[src/rtl/multdiv_unit.sv]
// Iterative signed multiply/divide unit with a valid/ready request and
// result handshake, destination tag passthrough and exception flag.
// Ports:
//   clock, reset                 - master clock, async active-high reset
//   in_valid/in_ready            - request handshake
//   op_mult, op_div              - op select (op_mult wins)
//   operand_a, operand_b, in_tag - operands and destination tag
//   flush                        - synchronous abort to IDLE
//   out_valid/out_ready          - result handshake
//   result, exception, out_tag   - registered result bundle
//   busy                         - high while computing (RUN or FIX)
// Optional feature: define MULTDIV_EARLY_OUT_EN to finish zero-operand
// cases after a single RUN cycle (out_valid 2 edges after accept).
module multdiv_unit #(
    parameter int WIDTH = 32,
    parameter int TAG_W = 5
) (
    input  logic             clock,
    input  logic             reset,
    input  logic             in_valid,
    output logic             in_ready,
    input  logic             op_mult,
    input  logic             op_div,
    input  logic [WIDTH-1:0] operand_a,
    input  logic [WIDTH-1:0] operand_b,
    input  logic [TAG_W-1:0] in_tag,
    input  logic             flush,
    output logic             out_valid,
    input  logic             out_ready,
    output logic [WIDTH-1:0] result,
    output logic             exception,
    output logic [TAG_W-1:0] out_tag,
    output logic             busy
);

    localparam int CW = $clog2(WIDTH);
    localparam logic [WIDTH-1:0] MIN = {1'b1, {(WIDTH-1){1'b0}}};

    typedef enum logic [1:0] {IDLE, RUN, FIX, DONE} state_t;

    state_t state;
    state_t state_nx;

    logic             accept;
    logic [WIDTH-1:0] mag_a;
    logic [WIDTH-1:0] mag_b;
    logic [WIDTH-1:0] mcand;
    logic [WIDTH-1:0] hi;
    logic [WIDTH-1:0] lo;
    logic [CW-1:0]    cnt;
    logic             is_mult;
    logic             neg;
    logic             div_zero;
    logic             div_ovf;
    logic [TAG_W-1:0] tag_q;

    logic [WIDTH:0]     msum;
    logic [WIDTH:0]     dtmp;
    logic [WIDTH+1:0]   ddiff;
    logic               dge;
    logic [2*WIDTH-1:0] sprod;
    logic [WIDTH:0]     ptop;
    logic               movf;
    logic [WIDTH-1:0]   quo;

    assign in_ready  = (state == IDLE) || (state == DONE && out_ready);
    assign out_valid = (state == DONE);
    assign busy      = (state == RUN) || (state == FIX);
    assign accept    = in_valid && in_ready && (op_mult || op_div)
                       && !flush;

    always_comb begin
        mag_a = operand_a[WIDTH-1] ? -operand_a : operand_a;
        mag_b = operand_b[WIDTH-1] ? -operand_b : operand_b;
    end

    // One shift-add step: {carry,hi} picks up the multiplicand when the
    // current multiplier bit is set, then the whole pair shifts right.
    // One restoring-divide step: shift remainder/dividend left, subtract
    // the divisor magnitude and keep the difference if it did not borrow.
    always_comb begin
        msum  = {1'b0, hi} + (lo[0] ? {1'b0, mcand} : '0);
        dtmp  = {hi, lo[WIDTH-1]};
        ddiff = {1'b0, dtmp} - {2'b00, mcand};
        dge   = !ddiff[WIDTH+1];
    end

    // Product fits in signed WIDTH only if the top WIDTH+1 bits of the
    // signed double-width product are a pure sign extension.
    always_comb begin
        sprod = neg ? -{hi, lo} : {hi, lo};
        ptop  = sprod[2*WIDTH-1:WIDTH-1];
        movf  = !((&ptop) || !(|ptop));
        quo   = neg ? -lo : lo;
    end

    always_ff @(posedge clock or posedge reset) begin
        if (reset) begin
            state <= IDLE;
        end else begin
            state <= state_nx;
        end
    end

    always_comb begin
        state_nx = state;
        if (flush) begin
            state_nx = IDLE;
        end else begin
            unique case (state)
                IDLE: if (accept) state_nx = RUN;
                RUN:  if (cnt == CW'(WIDTH-1)) state_nx = FIX;
                FIX:  state_nx = DONE;
                DONE: begin
                    if (out_ready) begin
                        state_nx = accept ? RUN : IDLE;
                    end
                end
            endcase
        end
    end

    always_ff @(posedge clock or posedge reset) begin
        if (reset) begin
            mcand     <= '0;
            hi        <= '0;
            lo        <= '0;
            cnt       <= '0;
            is_mult   <= 1'b0;
            neg       <= 1'b0;
            div_zero  <= 1'b0;
            div_ovf   <= 1'b0;
            tag_q     <= '0;
            result    <= '0;
            exception <= 1'b0;
            out_tag   <= '0;
        end else if (accept) begin
            is_mult  <= op_mult;
            tag_q    <= in_tag;
            hi       <= '0;
            cnt      <= '0;
            neg      <= operand_a[WIDTH-1] ^ operand_b[WIDTH-1];
            div_zero <= !op_mult && (operand_b == '0);
            div_ovf  <= !op_mult && (operand_a == MIN)
                        && (operand_b == '1);
            if (op_mult) begin
                mcand <= mag_a;
                lo    <= mag_b;
            end else begin
                mcand <= mag_b;
                lo    <= mag_a;
            end
`ifdef MULTDIV_EARLY_OUT_EN
            // Zero operand: clear the datapath and run a single step.
            if (operand_a == '0 || operand_b == '0) begin
                lo  <= '0;
                cnt <= CW'(WIDTH-1);
            end
`endif
        end else if (state == RUN) begin
            cnt <= cnt + 1'b1;
            if (is_mult) begin
                hi <= msum[WIDTH:1];
                lo <= {msum[0], lo[WIDTH-1:1]};
            end else begin
                hi <= dge ? ddiff[WIDTH-1:0] : dtmp[WIDTH-1:0];
                lo <= {lo[WIDTH-2:0], dge};
            end
        end else if (state == FIX && !flush) begin
            out_tag <= tag_q;
            if (is_mult) begin
                result    <= sprod[WIDTH-1:0];
                exception <= movf;
            end else if (div_zero) begin
                result    <= '0;
                exception <= 1'b1;
            end else begin
                result    <= quo;
                exception <= div_ovf;
            end
        end
    end

endmodule
[config.mk]
export PLATFORM = sky130hd
export DESIGN_NAME = multdiv_unit
export DESIGN_NICKNAME = d
export VERILOG_FILES = /design/src/rtl/multdiv_unit.sv
export SDC_FILE = /design/constraint.sdc
export NUM_CORES = 1
export LEC_CHECK = 0
export ABC_CLOCK_PERIOD_IN_PS = 8970
export BUFFER_PORTS_ARGS = -buffer_cell sky130_fd_sc_hd__buf_2
export CAP_MARGIN = 15
export CORE_MARGIN = 3
export CORE_UTILIZATION = 45
export CTS_CLUSTER_SIZE = 14
export DETAILED_ROUTE_END_ITERATION = 6
export SLEW_MARGIN = 40
export SYNTH_ARGS = -nofsm -noshare
export SYNTH_HDL_FRONTEND = slang
export SYNTH_SLANG_ARGS = --single-unit
[constraint.sdc]
create_clock -name clock -period 8.97 [get_ports clock]
set_input_delay 1.794 -clock clock [delete_from_list [all_inputs] [get_ports clock]]
set_output_delay 1.794 -clock clock [all_outputs]
set_load 0.02 [all_outputs]
==> results.py <==
metrics = {
    "layout": {
        "syn_to_final_growth_pct": 9.81,
        "final_nets": 2013,
        "diodes": 0,
        "regArea_um2": 3760,
        "fin_cells": 2269,
        "fillCellCount": 3062,
        "finalCoreUtilization_pct": 50.3,
        "fin_area_um2": 15400,
        "drive_gt1_share_pct": 10.8,
        "multi_input_area_um2": 9640,
    },
    "setup_path": {
        "crit_path_max_fanout": 128,
        "cp-end-kind": "flip-flop",
        "r2r_setup_slack_ns": 4.45,
        "required_ns": 9.27,
        "crit_path_start_kind": "input port",
        "worst-setup-path-type": "in -> reg",
        "crit_arrival_ns": 4.87,
    },
    "clock_tree": {
        "clock-root-buffer": "clkbuf_16",
        "cts_tree": "done",
        "clkLatencyLatePin_ns": 0.44,
        "cts_setup_buffers": 0,
        "htreeDepth": 4,
        "cts.sinks": 150,
        "cts_buffers": 17,
        "postCtsResizedCells": 0,
        "holdBufCountCts": 0,
        "clk_path_buf_depth": 2,
        "clkSlewWorstSetupHoldPaths_ns": 0.07,
    },
    "route": {
        "drt_first_pass_iters": 7,
        "finalWirelength_um": 46000,
        "drc": 1,
        "drt_iter0_drc": 1158,
        "via_per_inst": 6.05,
        "wl_per_cell_um": 20.3,
        "routed-via-count": 13700,
        "final_antenna_net_count": 0,
    },
    "pwr": {
        "vdd_drop_max_uv": 159,
        "p_leak_nw": 6.60,
        "clkPwrFrac_pct": 12.0,
        "powerDensity_nw_per_um2": 396,
        "power_mw": 6.11,
        "sequentialPowerShare_pct": 24.2,
        "p_int_mw": 2.91,
        "switchingPower_mw": 3.20,
        "swShare_pct": 52.4,
        "p_comb_share_pct": 63.8,
    },
    "timing": {
        "finalSetupViolCount": 0,
        "drv_slew": 0,
        "setup_slack_ns": 4.39,
        "fin_crit_sh_pct": 51.0,
        "relSlewSlack_pct": 45.3,
        "fin_crit_ns": 4.58,
        "holdWs_ns": 0.474,
        "hold_viol": 0,
        "fin_setup_tns_ns": 0,
        "finClkSkew_ns": 0.0146,
        "fmax_ghz": 0.219,
        "worst_slew_pin_slew_ns": 0.818,
        "rsz0062_at_grt": "false",
    },
    "synthesis": {
        "synth_edf_count": 0,
        "ys_types": 70,
        "synth_warnings": 0,
        "synthCells": 1826,
        "yosysSeqAreaShare_pct": 26.7,
        "synth_nets": 1979,
        "ys_ff_latch": 150,
        "avgSynthCellArea_um2": 7.69,
        "ys.flop_type": "dfrtp_1",
        "syn-cell-area_um2": 14000,
        "async_reset_ff_share_pct": 100,
    },
    "placement": {
        "pre_cts_slack_ns": 3.45,
        "place_congestion": 0.978,
        "placedCellCount": 2236,
        "port_buffers": 116,
        "hpwl_um": 34900,
        "placed_area_um2": 14800,
    },
    "floorplan": {
        "core-area_um2": 30700,
        "pin_count": 117,
        "die_area_um2": 33400,
        "die_h_um": 183,
        "start_util_pct": 45.8,
        "rows": 64,
        "die_x_um": 183,
    },
    "global_route": {
        "grtUsageTotal_pct": 27.3,
        "antenna_found_initial": 2,
        "grt_pass1_vias": 12800,
        "grt_max_degree": 129,
        "overflow": 0,
        "grt_pass1_wl_um": 72200,
    },
    "worst_hold_path": {
        "min_path_type": "reg -> reg",
    },
    "run_status": {
        "violations": "design-rule violations",
        "status": "finished, violations left",
    },
    "run": {
        "maxCapViolations": 0,
    },
}
-- routing by layer --
layer | up-vias | global-route usage (%) | wire (um)
met4 | 0 | 9.38 | 1470
li1 | 6725 | - | -
met3 | 58 | 4.07 | 3040
met2 | 480 | 41.3 | 19500
met5 | - | 0 | 0
met1 | 6470 | 39.7 | 22000
-- synth_stat cells (9+ instances only) --
cell type | n | area (um^2)
nor4_1 | 26 | 163
o21a_1 | 10 | 75.1
nand4_1 | 31 | 194
o211ai_1 | 53 | 398
nand3b_1 | 11 | 82.6
or3_1 | 21 | 131
nand2b_1 | 16 | 100
nor2b_1 | 9 | 56.3
a211oi_1 | 19 | 143
xor2_1 | 107 | 937
inv_1 | 62 | 233
a31oi_1 | 9 | 56.3
a21oi_1 | 109 | 546
xnor2_1 | 59 | 517
or2_2 | 13 | 81.3
nor3_1 | 25 | 125
dfrtp_1 | 150 | 3750
mux2i_1 | 44 | 440
buf_1 | 15 | 56.3
clkbuf_1 | 96 | 360
o41ai_1 | 19 | 166
o21bai_1 | 9 | 67.6
mux2_2 | 12 | 135
or4_1 | 25 | 188
and3_1 | 11 | 68.8
nand2_1 | 256 | 961
o21ai_0 | 221 | 1110
ha_1 | 75 | 938
a21o_1 | 24 | 180
o31ai_1 | 48 | 360
nor2_1 | 128 | 480
nand3_1 | 23 | 115
-- critical path, stage by stage --
cell	delay, ns
buf_6	0.56
o21ai_0	0.28
nor3_2	0.23
buf_6	0.49
nor2_1	0.08
buf_4	0.22
nand3b_1	0.12
buf_4	0.38
a21o_2	0.46
o21ai_0	0.18
-- cell families after synthesis --
group,share of synthesized area [%]
compound gates,26.0
xor+xnor,10.4
fa+ha+maj,6.97
buf+inv,4.78
flops,26.7
mux,4.10
simple gates,21.1
-- state kept, by name (all words and copies together) (netlist names) --
signal / flops
is_mult: 1
state: 2
div_ovf: 1
lo: 32
result: 32
out_tag: 5
tag_q: 5
cnt: 5
neg: 1
mcand: 32
div_zero: 1
exception: 1
hi: 32
-- path summary, 6_finish.rpt --
check | start | endpoint | cells after the start
worst min register to register | tag_q[2]$_DFFE_PP0P_ | tag_q[2]$_DFFE_PP0P_ | 2
worst max-delay path | op_mult | result[18]$_DFFE_PP0P_ | 10
worst min-delay path | tag_q[2]$_DFFE_PP0P_ | tag_q[2]$_DFFE_PP0P_ | 2
min in group asynchronous | reset | result[13]$_DFFE_PP0P_ | 2
worst max register to register | hi[4]$_DFFE_PP0N_ | hi[1]$_DFFE_PP0N_ | 11
max in group asynchronous | reset | is_mult$_DFFE_PP0P_ | 3
-- final cells by class --
cell class	instances	area share, %
well taps	396	3.21
multi-input cells	1500	62.5
clock inverters	12	0.860
repair buffers	128	4.52
clock buffers	20	2.96
inverters	63	1.58
flip-flops and latches	150	24.4
-- power by group through the flow --
stage	logic (mW)	registers, mW	clock network, mW
CTS	3.84	1.47	0.745
global route	4.33	1.53	0.773
finish	3.90	1.48	0.732
global placement	3.79	1.47	0
detailed placement	3.82	1.48	0
floorplan	2.90	1.33	0
-- cell usage in the layout (no fill, tap or decap), drive strengths merged, types with 20 or more instances in the layout --
cell / n
ha: 75
nor3: 25
o21ai: 221
xor2: 107
nand3: 23
buf: 128
o211ai: 53
xnor2: 59
or4: 28
nand4: 31
mux2i: 44
inv: 69
o31ai: 49
clkbuf: 20
nor2: 128
o41ai: 20
a21oi: 109
nand2: 256
a21o: 24
nor4: 27
dfrtp: 150
or3: 21
Power figures use the tool's default switching activity.
